### config.mk
export PLATFORM = sky130hd
export DESIGN_NAME = actor_controller
export DESIGN_NICKNAME = d
export VERILOG_FILES = /design/src/rtl/actor_controller_pkg.sv /design/src/rtl/actor_controller_sprite_window.sv /design/src/rtl/actor_controller.sv
export SDC_FILE = /design/constraint.sdc
export NUM_CORES = 1
export LEC_CHECK = 0
export BUFFER_PORTS_ARGS = -buffer_cell sky130_fd_sc_hd__buf_2
export CORE_ASPECT_RATIO = 1.2
export CORE_MARGIN = 1
export CORE_UTILIZATION = 52
export CTS_CLUSTER_SIZE = 10
export DETAILED_ROUTE_END_ITERATION = 8
export PLACE_DENSITY = 0.78
export SKIP_CTS_REPAIR_TIMING = 1
export SYNTH_ARGS = -nofsm -noshare
export SYNTH_HDL_FRONTEND = slang
export SYNTH_HIERARCHICAL = 1
export SYNTH_SLANG_ARGS = --single-unit
### constraint.sdc
create_clock -name clk -period 3.01 [get_ports clk]
set_input_delay 0.4515 -clock clk [delete_from_list [all_inputs] [get_ports clk]]
set_output_delay 0.4515 -clock clk [all_outputs]
set_load 0.02 [all_outputs]
### src/rtl/actor_controller_pkg.sv
// Shared definitions for the tile-grid actor engine: direction encoding,
// controller state encoding and the screen coordinate width.
package actor_controller_pkg;

    // Beam / screen coordinates are 10-bit and wrap modulo 1024.
    localparam int SCR_W = 10;

    // Direction encoding shared by move_dir and dir.
    localparam logic [1:0] DIR_UP    = 2'd0;
    localparam logic [1:0] DIR_LEFT  = 2'd1;
    localparam logic [1:0] DIR_DOWN  = 2'd2;
    localparam logic [1:0] DIR_RIGHT = 2'd3;

    // Controller state: either resting on a tile or gliding toward the next.
    typedef enum logic {
        ST_IDLE   = 1'b0,
        ST_MOVING = 1'b1
    } state_e;

endpackage

### src/rtl/actor_controller_sprite_window.sv
// Beam-vs-sprite window test. Compares the beam position against the sprite
// origin (modulo 1024, so a sprite partly off the left/top edge still wraps
// correctly) and registers the hit flag and the row/column inside the sprite.
module actor_controller_sprite_window
    import actor_controller_pkg::*;
#(
    parameter int SPR_SIZE = 16
) (
    input  logic                        clk,
    input  logic                        reset,
    input  logic [SCR_W-1:0]            hpos,
    input  logic [SCR_W-1:0]            vpos,
    input  logic [SCR_W-1:0]            pix_x,
    input  logic [SCR_W-1:0]            pix_y,
    output logic                        spr_active,
    output logic [$clog2(SPR_SIZE)-1:0] spr_row,
    output logic [$clog2(SPR_SIZE)-1:0] spr_col
);

    localparam int RC_W = $clog2(SPR_SIZE);
    localparam logic [SCR_W-1:0] SIZE_C = SCR_W'(SPR_SIZE);

    logic [SCR_W-1:0] dx_s;
    logic [SCR_W-1:0] dy_s;
    logic             spr_active_d, spr_active_q;
    logic [RC_W-1:0]  spr_row_d, spr_row_q;
    logic [RC_W-1:0]  spr_col_d, spr_col_q;

    // Offset of the beam from the sprite origin and the resulting window hit.
    always_comb begin
        dx_s         = hpos - pix_x;
        dy_s         = vpos - pix_y;
        spr_active_d = (dx_s < SIZE_C) && (dy_s < SIZE_C);
        spr_row_d    = dy_s[RC_W-1:0];
        spr_col_d    = dx_s[RC_W-1:0];
    end

    // Register the window outputs (one clock of latency to the bitmap ROM).
    always_ff @(posedge clk) begin
        if (reset) begin
            spr_active_q <= 1'b0;
            spr_row_q    <= {RC_W{1'b0}};
            spr_col_q    <= {RC_W{1'b0}};
        end else begin
            spr_active_q <= spr_active_d;
            spr_row_q    <= spr_row_d;
            spr_col_q    <= spr_col_d;
        end
    end

    assign spr_active = spr_active_q;
    assign spr_row    = spr_row_q;
    assign spr_col    = spr_col_q;

endmodule

### src/rtl/actor_controller.sv
// Tile-grid actor engine: tile position, facing direction, smooth sub-tile
// motion, animation timing and the sprite window for one actor.
// Optional build macro ACTOR_WRAP_TUNNEL_EN: horizontal moves off the left or
// right border wrap to the opposite border (tunnel) instead of being blocked.
module actor_controller
    import actor_controller_pkg::*;
#(
    parameter int COORD_W       = 5,
    parameter int TILE_SHIFT    = 3,
    parameter int BORDER_X_MIN  = 1,
    parameter int BORDER_X_MAX  = 28,
    parameter int BORDER_Y_MIN  = 1,
    parameter int BORDER_Y_MAX  = 28,
    parameter int ANIM_FRAMES   = 2,
    parameter int ANIM_PERIOD   = 18,
    parameter int STEP_PERIOD   = 2,
    parameter int SPR_SIZE      = 16,
    parameter int SCREEN_OFFSET = 20,
    localparam int AF_W = (ANIM_FRAMES > 1) ? $clog2(ANIM_FRAMES) : 1,
    localparam int RC_W = $clog2(SPR_SIZE)
) (
    input  logic               clk,
    input  logic               reset,
    input  logic               ce,
    input  logic [SCR_W-1:0]   hpos,
    input  logic [SCR_W-1:0]   vpos,
    input  logic               load,
    input  logic [COORD_W-1:0] start_x,
    input  logic [COORD_W-1:0] start_y,
    input  logic               move_req,
    input  logic [1:0]         move_dir,
    input  logic               wall_ahead,
    output logic [COORD_W-1:0] probe_x,
    output logic [COORD_W-1:0] probe_y,
    output logic               move_ack,
    output logic               blocked,
    output logic               busy,
    output logic [COORD_W-1:0] tile_x,
    output logic [COORD_W-1:0] tile_y,
    output logic [1:0]         dir,
    output logic [AF_W-1:0]    anim_frame,
    output logic               spr_active,
    output logic [RC_W-1:0]    spr_row,
    output logic [RC_W-1:0]    spr_col
);

    localparam int SC_W  = (STEP_PERIOD > 1) ? $clog2(STEP_PERIOD) : 1;
    localparam int AC_W  = (ANIM_PERIOD > 1) ? $clog2(ANIM_PERIOD) : 1;
    // One extra bit so the sub-offset can express "a full tile travelled".
    localparam int SUB_W = TILE_SHIFT + 1;

    localparam logic [COORD_W-1:0] X_MIN      = COORD_W'(BORDER_X_MIN);
    localparam logic [COORD_W-1:0] X_MAX      = COORD_W'(BORDER_X_MAX);
    localparam logic [COORD_W-1:0] Y_MIN      = COORD_W'(BORDER_Y_MIN);
    localparam logic [COORD_W-1:0] Y_MAX      = COORD_W'(BORDER_Y_MAX);
    localparam logic [COORD_W-1:0] ONE_C      = COORD_W'(1);
    localparam logic [SC_W-1:0]    STEP_LAST  = SC_W'(STEP_PERIOD - 1);
    localparam logic [AC_W-1:0]    ANIM_LAST  = AC_W'(ANIM_PERIOD - 1);
    localparam logic [AF_W-1:0]    FRAME_LAST = AF_W'(ANIM_FRAMES - 1);
    localparam logic [SUB_W-1:0]   SUB_FULL   = SUB_W'(1 << TILE_SHIFT);
    localparam logic [SCR_W-1:0]   OFFSET_C   = SCR_W'(SCREEN_OFFSET);

    state_e             state_d, state_q;
    logic [COORD_W-1:0] tile_x_d, tile_x_q;
    logic [COORD_W-1:0] tile_y_d, tile_y_q;
    logic [COORD_W-1:0] target_x_d, target_x_q;
    logic [COORD_W-1:0] target_y_d, target_y_q;
    logic [1:0]         dir_d, dir_q;
    logic [AF_W-1:0]    anim_frame_d, anim_frame_q;
    logic [AC_W-1:0]    anim_cnt_d, anim_cnt_q;
    logic [SC_W-1:0]    step_cnt_d, step_cnt_q;
    logic [SUB_W-1:0]   sub_d, sub_q;
    logic               move_ack_d, move_ack_q;
    logic               blocked_d, blocked_q;

    logic [COORD_W-1:0] probe_x_s;
    logic [COORD_W-1:0] probe_y_s;
    logic               probe_out_s;
    logic [SUB_W-1:0]   sub_next_s;
    logic [SCR_W-1:0]   pix_x_s;
    logic [SCR_W-1:0]   pix_y_s;
    logic [SCR_W-1:0]   sub_ext_s;

    // Neighbour tile in the requested direction and whether it leaves the border box.
    always_comb begin
        probe_x_s = tile_x_q;
        probe_y_s = tile_y_q;
        case (move_dir)
            DIR_UP:    probe_y_s = tile_y_q - ONE_C;
            DIR_DOWN:  probe_y_s = tile_y_q + ONE_C;
`ifdef ACTOR_WRAP_TUNNEL_EN
            DIR_LEFT: begin
                if (tile_x_q == X_MIN) begin
                    probe_x_s = X_MAX;
                end else begin
                    probe_x_s = tile_x_q - ONE_C;
                end
            end
            DIR_RIGHT: begin
                if (tile_x_q == X_MAX) begin
                    probe_x_s = X_MIN;
                end else begin
                    probe_x_s = tile_x_q + ONE_C;
                end
            end
`else
            DIR_LEFT:  probe_x_s = tile_x_q - ONE_C;
            DIR_RIGHT: probe_x_s = tile_x_q + ONE_C;
`endif
            default: begin
                probe_x_s = tile_x_q;
                probe_y_s = tile_y_q;
            end
        endcase
        probe_out_s = (probe_x_s < X_MIN) || (probe_x_s > X_MAX) ||
                      (probe_y_s < Y_MIN) || (probe_y_s > Y_MAX);
    end

    // Next-state logic: load overrides ce; IDLE evaluates requests, MOVING glides.
    always_comb begin
        state_d      = state_q;
        tile_x_d     = tile_x_q;
        tile_y_d     = tile_y_q;
        target_x_d   = target_x_q;
        target_y_d   = target_y_q;
        dir_d        = dir_q;
        anim_frame_d = anim_frame_q;
        anim_cnt_d   = anim_cnt_q;
        step_cnt_d   = step_cnt_q;
        sub_d        = sub_q;
        move_ack_d   = 1'b0;
        blocked_d    = 1'b0;
        sub_next_s   = sub_q + SUB_W'(1);

        if (load) begin
            tile_x_d   = start_x;
            tile_y_d   = start_y;
            state_d    = ST_IDLE;
            sub_d      = {SUB_W{1'b0}};
            step_cnt_d = {SC_W{1'b0}};
            anim_cnt_d = {AC_W{1'b0}};
        end else if (ce) begin
            case (state_q)
                ST_IDLE: begin
                    if (move_req) begin
                        dir_d = move_dir;
                        if (probe_out_s || wall_ahead) begin
                            blocked_d = 1'b1;
                        end else begin
                            move_ack_d = 1'b1;
                            target_x_d = probe_x_s;
                            target_y_d = probe_y_s;
                            state_d    = ST_MOVING;
                        end
                    end else begin
                        state_d = ST_IDLE;
                    end
                end
                ST_MOVING: begin
                    // Animation only runs while the actor is travelling.
                    if (anim_cnt_q == ANIM_LAST) begin
                        anim_cnt_d = {AC_W{1'b0}};
                        if (anim_frame_q == FRAME_LAST) begin
                            anim_frame_d = {AF_W{1'b0}};
                        end else begin
                            anim_frame_d = anim_frame_q + AF_W'(1);
                        end
                    end else begin
                        anim_cnt_d = anim_cnt_q + AC_W'(1);
                    end
                    // One pixel per STEP_PERIOD ticks; a full tile lands on the target.
                    if (step_cnt_q == STEP_LAST) begin
                        step_cnt_d = {SC_W{1'b0}};
                        if (sub_next_s == SUB_FULL) begin
                            tile_x_d = target_x_q;
                            tile_y_d = target_y_q;
                            sub_d    = {SUB_W{1'b0}};
                            state_d  = ST_IDLE;
                        end else begin
                            sub_d = sub_next_s;
                        end
                    end else begin
                        step_cnt_d = step_cnt_q + SC_W'(1);
                    end
                end
                default: state_d = ST_IDLE;
            endcase
        end else begin
            state_d = state_q;
        end
    end

    // State and datapath registers with synchronous reset.
    always_ff @(posedge clk) begin
        if (reset) begin
            state_q      <= ST_IDLE;
            tile_x_q     <= X_MIN;
            tile_y_q     <= Y_MIN;
            target_x_q   <= X_MIN;
            target_y_q   <= Y_MIN;
            dir_q        <= DIR_UP;
            anim_frame_q <= {AF_W{1'b0}};
            anim_cnt_q   <= {AC_W{1'b0}};
            step_cnt_q   <= {SC_W{1'b0}};
            sub_q        <= {SUB_W{1'b0}};
            move_ack_q   <= 1'b0;
            blocked_q    <= 1'b0;
        end else begin
            state_q      <= state_d;
            tile_x_q     <= tile_x_d;
            tile_y_q     <= tile_y_d;
            target_x_q   <= target_x_d;
            target_y_q   <= target_y_d;
            dir_q        <= dir_d;
            anim_frame_q <= anim_frame_d;
            anim_cnt_q   <= anim_cnt_d;
            step_cnt_q   <= step_cnt_d;
            sub_q        <= sub_d;
            move_ack_q   <= move_ack_d;
            blocked_q    <= blocked_d;
        end
    end

    // Screen position of the sprite origin: tile origin nudged along dir by the sub-offset.
    always_comb begin
        sub_ext_s = SCR_W'(sub_q);
        pix_x_s   = (SCR_W'(tile_x_q) << TILE_SHIFT) - OFFSET_C;
        pix_y_s   = (SCR_W'(tile_y_q) << TILE_SHIFT) - OFFSET_C;
        case (dir_q)
            DIR_UP:    pix_y_s = pix_y_s - sub_ext_s;
            DIR_LEFT:  pix_x_s = pix_x_s - sub_ext_s;
            DIR_DOWN:  pix_y_s = pix_y_s + sub_ext_s;
            DIR_RIGHT: pix_x_s = pix_x_s + sub_ext_s;
            default: begin
                pix_x_s = pix_x_s;
                pix_y_s = pix_y_s;
            end
        endcase
    end

    actor_controller_sprite_window #(
        .SPR_SIZE (SPR_SIZE)
    ) u_window (
        .clk        (clk),
        .reset      (reset),
        .hpos       (hpos),
        .vpos       (vpos),
        .pix_x      (pix_x_s),
        .pix_y      (pix_y_s),
        .spr_active (spr_active),
        .spr_row    (spr_row),
        .spr_col    (spr_col)
    );

    assign probe_x    = probe_x_s;
    assign probe_y    = probe_y_s;
    assign move_ack   = move_ack_q;
    assign blocked    = blocked_q;
    assign busy       = (state_q == ST_MOVING);
    assign tile_x     = tile_x_q;
    assign tile_y     = tile_y_q;
    assign dir        = dir_q;
    assign anim_frame = anim_frame_q;

endmodule

==> results of run 1 <==
worst paths after layout:
kind                            slack, ns  cells past startpoint  startpoint                   to
worst min-delay path                 0.38                      3  start_y[4]            tile_y[4]
worst min register to register       0.50                      2  anim_frame           anim_frame
worst max-delay path                -0.20                     15    sub_q[2]  u_window/spr_active
worst max register to register      -0.20                     15    sub_q[2]  u_window/spr_active
cells in the final DEF (no fill, tap or decap), drive strengths merged, types with 13 or more instances in the layout:
cell,instances
ha,34
nor2,55
a21oi,38
nand2,34
mux2i,19
xnor2,22
inv,47
mux2,13
xor2,16
buf,136
o21ai,20
nand3,17
nor3,23
dfxtp,45
layout make-up:
type                    instances  area [sq um]  share of cell area
multi-input cells             413          3088              0.5909
flip-flops and latches         45         914.6              0.1750
well taps                      92         115.1             0.02203
inverters                      44         170.2             0.03256
repair buffers                136         840.8              0.1609
clock inverters                 3         28.78            0.005506
clock buffers                   5         68.82             0.01317
metal layers:
layer  global-route usage  vias up
li1                     -     2085
met1               0.3014     1984
met2               0.4922      130
met3              0.03125       25
met4              0.09778        0
met5                    0        -
metrics by stage:
step	power (mW)	cells	instance area [sq um]	TNS [ns]	setup slack (ns)
finish	1.923	738	5226	-0.1971	-0.1971
CTS	1.891	736	5111	-0.2033	-0.1592
global route	2.032	738	5226	-0.3893	-0.3893
floorplan	1.189	522	4168	0	0.007231
global placement	1.444	728	5014	-0.1744	-0.08731
detailed placement	1.466	728	5014	-0.6651	-0.1343
sequential cells by signal (all words and copies together) (netlist names):
signal,count
anim_cnt_q,5
anim_frame,1
blocked,1
busy,1
dir,2
move_ack,1
step_cnt_q,1
sub_q,4
target_x_q,5
target_y_q,5
tile_x,5
tile_y,5
u_window/spr_active,1
u_window/spr_col,4
u_window/spr_row,4
kinds of logic after synthesis:
group / after synthesis / share of synthesized area
adder cells (fa/ha/maj): 42 / 0.1408
multiplexers: 32 / 0.08095
AO/OA/AOI/OAI: 109 / 0.1776
buffers and inverters: 64 / 0.06259
flip-flops: 45 / 0.2167
AND/OR/NAND/NOR: 192 / 0.2377
XOR/XNOR: 38 / 0.08366
cells in the mapped netlist (2+ instances only):
| cell type | instances |
|---|---|
| a211oi_1 | 8 |
| a21o_1 | 5 |
| a21oi_1 | 38 |
| a32oi_1 | 3 |
| and2_1 | 3 |
| and3_1 | 3 |
| buf_1 | 2 |
| buf_2 | 4 |
| buf_6 | 2 |
| clkbuf_1 | 12 |
| dfxtp_1 | 45 |
| fa_1 | 8 |
| ha_1 | 34 |
| inv_1 | 44 |
| mux2_2 | 13 |
| mux2i_1 | 19 |
| nand2_1 | 34 |
| nand2b_1 | 9 |
| nand3_1 | 17 |
| nand3b_1 | 4 |
| nand4_1 | 9 |
| nor2_1 | 52 |
| nor2_2 | 2 |
| nor2b_1 | 12 |
| nor3_1 | 23 |
| nor3b_1 | 5 |
| nor4_2 | 2 |
| nor4b_1 | 2 |
| o2111ai_1 | 2 |
| o211ai_1 | 3 |
| o21a_1 | 6 |
| o21ai_0 | 19 |
| o22ai_1 | 4 |
| o31ai_1 | 3 |
| or2_0 | 2 |
| or2_2 | 3 |
| or3_1 | 4 |
| xnor2_1 | 22 |
| xor2_1 | 14 |
| xor2_2 | 2 |
power by group:
| group | total, mW | leakage, nW | switching, mW | internal (mW) |
|---|---|---|---|---|
| clock | 0.429 | 0.0511 | 0.253 | 0.176 |
| sequential | 0.632 | 0.369 | 0.0155 | 0.616 |
| combinational | 0.862 | 1.91 | 0.478 | 0.384 |
critical path, cell delays in order, from the launching register on:
cell and delay (ns):
dfxtp_4 0.37, inv_4 0.04, fa_2 0.38, nor3_2 0.22, and3_4 0.23, nand2_2 0.06
o31ai_2 0.19, a21o_1 0.12, inv_2 0.05, ha_4 0.28, inv_4 0.04, a222oi_1 0.29
o2111ai_1 0.18, nor4b_2 0.29, nand4_1 0.15, nor4_2 0.25
==> results.md, run 1 <==
* Outcome: finished, violations left
* Failing checks: negative setup slack
* Syn_nets at 602
* DR vias at 4224
* Fin. Hold Viols at 0
* Rows at 35
* Critical path required time at approximately 3.2 ns
* Synth Cell Area at approximately 0.0042 sq mm
* Number of flops mapped to enable cells by yosys at 0
* Vias in the first global route at roughly 4k
* H-tree levels at 2
* Post-Route WL at approximately 11000 um
* Slew Viols, Final at 0
* Vias per inst at approximately 5.7
* Area share of the leading cell type in the synthesized netlist at 0.2167
* Minimum clock period at approximately 3.2 ns
* Syn. warnings at 6
* Largest area contributor in the netlist: dfxtp_1
* Routed met3 length at 476 um
* WHS at 0.3775 ns
* Asr flop ratio synth at 0
* Uppermost layer routed: met4
* Nets at around 730
* Predominant post-synthesis flop cell: dfxtp_1
* Area grow syn2layout at 25.70%
* Clock buffer count from CTS at 5
* Pin count of the biggest net entering global routing at 27
* Cells after synthesis at 522
* WP data arrival at between 3 and 4 ns
* Skew-Pair Late Insertion Delay at approximately 0.31 ns
* Worst-path maximum fanout at 4
* Part of the Yosys area used for sequential elements at 0.2167
* GRT Overall Usage at 0.2612
* Netlist cell types at 64
* Die extent in x at around 84 um
* Share of cells above drive strength 1 at 0.3096
* Unrepaired setup endpoints after global routing: yes
* Initial DRT Pass Iterations at 4
* Final setup fails at 1
* Hold crit path type: input pin to flop
* Iteration-0 DRC Markers at 207
* Max Freq at about 0.31 GHz
* Setup WS post-layout at -0.1971 ns
* Peak supply drop at roughly 280 uV
* Period Utilization, post-route at 1.065
* CTS tree: built
* Critical path launch point type: flop
* Die Footprint at about 0.0084 sq mm
* Met2 routed WL at between 5000 and 6000 um
* Total core area at approximately 0.0077 sq mm
* Worst clock skew at between 0.009 and 0.01 ns
* Worst Setup Path Type: flop to flop
* Boundary Pins at 73
* Syn avg cell area at about 8.0 sq um
* I/O Buffers at 72
* Grt ovf at 0
* Finished Core Util at 0.6781
* DR WL/cell at roughly 15 um
* First-pass GRT wire length at roughly 18000 um
* # Max-Cap Violations at 0
* Starting density of the core at 0.5394
* Routability cong. at approximately 0.95
* Chip height at about 100 um
* Layout fillers at between 600 and 700
* Initial antenna violation count at 0
* Largest cells by area after synthesis: dfxtp_1, ha_1, nor2_1
* CTS max path bufs at 2
* Leak at 2.335 nW
* Metal-1 WL at 4581 um
* Worst slew pin tran at around 0.66 ns
* Post-route ant nets at 0
* CP Capture Type: flop
* Slew Limit Headroom at 0.5561
* Clock Tree Root: clkbuf_8
* N_diodes at 0
* CTS Sinks at 45
* Residual DRC at 0
* Seq cells post-synth at 45
* Pwr per Cell Area at between 300 and 400 mW/mm^2
* Post-DP HPWL at roughly 8900 um
* Worst-path clk slew at 0.10 ns
Power figures use the tool's default switching activity.
==> inputs of run 2 (changes only) <==
--- a/config.mk
+++ b/config.mk
@@ -17,3 +17,4 @@
 export SYNTH_HDL_FRONTEND = slang
 export SYNTH_HIERARCHICAL = 1
 export SYNTH_SLANG_ARGS = --single-unit
+export TNS_END_PERCENT = 1
==> constraint.sdc (replaced) <==
create_clock -name clk -period 3.01 [get_ports clk]
set_input_delay 0.602 -clock clk [delete_from_list [all_inputs] [get_ports clk]]
set_output_delay 0.602 -clock clk [all_outputs]
set_load 0.02 [all_outputs]
==> run 2 against run 1 <==
  * The run still ends with negative setup slack left
  * Critical endpoint unchanged
  * Critical path depth stayed put
  * Worst setup slack got worse by 0.064 ns
  * Sequential cell count stayed put
  * Clock-buffer cell count did not move
  * Clock skew decreased by 0.00065 ns
  * Global-route usage increased by 0.076 points
  * Routed wire length increased by 1.8%
  * Worst hold slack gained 0.11 ns
==> results.md, run 2 (synthesis results as in run 1) <==
* Area grow syn2layout at 30.33%
* Hold Startpoint: target_y_q[1]
* Pint at 1.204 mW (+2.4%)
* Number of instances in the placed design at 750 (+3.0%)
* Max Freq at 0.3057 GHz (-2.0%)
* CTS tree: built
* Worst stage delay on the critical path at 0.41 ns (+0.03 ns)
* Iteration-0 DRC Markers at 158 (-24%)
* Logic pwr share at 0.463 (+0.015)
* Hold crit path type: flop to flop
* Commonest non-fill, non-tap cell in the layout: buf_4
* Area of the multi-input gates at 0.003133 sq mm (+1.5%)
* Clock Tree Root: clkbuf_8
* Period Utilization, post-route at 1.087 (+0.02119)
* CP top delay family: compound AO/OA/AOI/OAI gates
* Sw Ratio at 0.3868 (-0.001691)
* Minimum clock period at 3.271 ns (+0.06378 ns)
* Unrepaired setup endpoints after global routing: yes
* Worst reg2reg endpoint: u_window/spr_active
* Critical path required time at 3.25 ns (about the same)
* Post-Route WL at 11320 um (+1.8%)
* DP Worst Slack at -0.3135 ns (-0.1792 ns)
* Skew-Pair Late Insertion Delay at 0.32 ns (about the same)
* Routability cong. at 0.9629 (+1.1%)
* Slew Viols, Final at 0 (unchanged)
* Grt ovf at 0 (unchanged)
* GRT Overall Usage at 0.2620 (+0.0007635)
* I/O Buffers at 72 (unchanged)
* Worst clock skew at 0.009016 ns (-0.0006475 ns)
* Share of cells above drive strength 1 at 0.3358 (+0.02623)
* CTS Sinks at 45 (unchanged)
* N_diodes at 0 (unchanged)
* Register area at 910.9 sq um (-0.41%)
* Residual DRC at 0 (unchanged)
* Worst-path clk slew at 0.10 ns (about the same)
* Pwr per Cell Area at 362.4 mW/mm^2 (-1.5%)
* Total core area at 0.007707 sq mm (unchanged)
* Initial antenna violation count at 0 (unchanged)
* Leak at 2.442 nW (+4.6%)
* WP data arrival at 3.51 ns (+0.07 ns)
* Chip height at 99.95 um (unchanged)
* Failing checks: negative setup slack
* Sw power at 0.7595 mW (+1.7%)
* Pin count of the biggest net entering global routing at 38 (+41%)
* Reg2Reg Setup Slack at -0.26 ns (-0.06 ns)
* Most frequent cells in the layout: buf_4, buf_2, nor2_1
* Reg2Reg Depth at 15 (unchanged)
* Final setup fails at 4 (+3)
* Sequential fraction of design power at 0.322 (-0.007)
* Clock buffer count from CTS at 5 (unchanged)
* Fin. Hold Viols at 0 (unchanged)
* Finished Core Util at 0.7031 (+0.02500)
* Boundary Pins at 73 (unchanged)
* Die extent in x at 83.63 um (unchanged)
* Worst slew pin tran at 0.7098 ns (+0.04897 ns)
* Worst flop-to-flop path startpoint: tile_y[0]
* DR WL/cell at 14.91 um (-1.0%)
* Vias in the first global route at 4093 (+2.9%)
* Worst path bufs/invs at 3 (unchanged)
* Setup tns final at -0.4940 ns (-0.2969 ns)
* Hold Path Cell Cnt at 2 (-1)
* Initial DRT Pass Iterations at 5 (+1)
* Rows at 35 (unchanged)
* WHS Endpoint: target_y_q[1]
* DR vias at 4290 (+1.6%)
* Slowest CP cell: xnor2_1
* Slew Limit Headroom at 0.5268 (-0.02926)
* Vias per inst at 5.652 (-1.2%)
* First-pass GRT wire length at 17860 um (about the same)
* Fin cells at 759 (+2.8%)
* Layout fillers at 638 (-1.5%)
* Starting density of the core at 0.5394 (unchanged)
* Die Footprint at 0.008358 sq mm (unchanged)
* CP Capture Type: flop
* Setup WS post-layout at -0.2608 ns (-0.06378 ns)
* Peak supply drop at 296.9 uV (+5.6%)
* CTS max path bufs at 2 (unchanged)
* Critical path launch point type: flop
* H-tree levels at 2 (unchanged)
* Worst Setup Path Type: flop to flop
* Outcome: finished, violations left
* Nets at 746 (+2.9%)
* Worst-path maximum fanout at 5 (+1)
* Post-DP HPWL at 8749 um (-1.2%)
* Clock power frac at 0.215 (-0.008)
* CP Cell Sequence: buf_4, ha_1, nor3_1, xnor2_1, nand2_4, o31ai_2, a21o_1, inv_2, ha_4, inv_4, a222oi_1, o2111ai_1, nor4b_2, nand4_1, nor4_2
* # Max-Cap Violations at 0 (unchanged)
* Post-route ant nets at 0 (unchanged)
==> run 2: changes by cell type in the layout (fill, tap and decap cells not counted), moves of 2 or more <==
cell,before,now
buf_4,64,85
o21ai_0,18,14
o21ai_1,2,6
nor3_1,21,19
==> run 2: worst max path at each step <==
stage          slack (ns)   startpoint             endpoint  cells past startpoint
6_report            -0.26    tile_y[0]  u_window/spr_active                     15
5_1_grt             -0.50    tile_y[0]  u_window/spr_active                     15
4_1_cts             -0.33     sub_q[2]  u_window/spr_active                     15
3_5_place_dp        -0.31  move_dir[0]        target_x_q[3]                      9
3_3_place_gp        -0.20  move_dir[0]        target_x_q[4]                      9
2_1_floorplan       -0.02  move_dir[1]        target_x_q[3]                     12
==> run 2: per-stage QoR <==
stage	hold slack (ns)	total power [mW]	cell area, sq um
finish	0.4905	1.964	5419
global placement	0.4632	1.480	5191
global route	0.4997	2.071	5419
floorplan	0.4505	1.192	4180
CTS	0.4817	1.918	5285
detailed placement	0.4665	1.500	5191
==> run 2: power by group through the flow <==
stage | clock [mW] | combinational, mW | sequential [mW]
global route | 0.448 | 0.988 | 0.635
global placement | 0 | 0.835 | 0.645
detailed placement | 0 | 0.855 | 0.646
floorplan | 0 | 0.522 | 0.670
finish | 0.422 | 0.910 | 0.632
CTS | 0.426 | 0.860 | 0.632
==> run 2: final cells by class <==
cell class | count | share of cell area
Clock inverter | 3 | 0.004618
Tap cell | 92 | 0.02124
Timing Repair Buffer | 157 | 0.1843
Multi-Input combinational cell | 413 | 0.5782
Clock buffer | 5 | 0.01270
Inverter | 44 | 0.03094
Sequential cell | 45 | 0.1681
==> run 2: routing by layer <==
| layer | up-vias | track usage | part of all wire |
|---|---|---|---|
| li1 | 2132 | - | - |
| met1 | 1989 | 0.3002 | 0.40 |
| met2 | 148 | 0.5034 | 0.52 |
| met3 | 21 | 0.02878 | 0.055 |
| met4 | 0 | 0.08735 | 0.023 |
| met5 | - | 0 | 0 |
==> run 2: tightest hold or removal path, stage by stage, from the launching register on <==
cell,delay (ns)
dfxtp_1,0.32
o21ai_0,0.07
a21oi_1,0.06
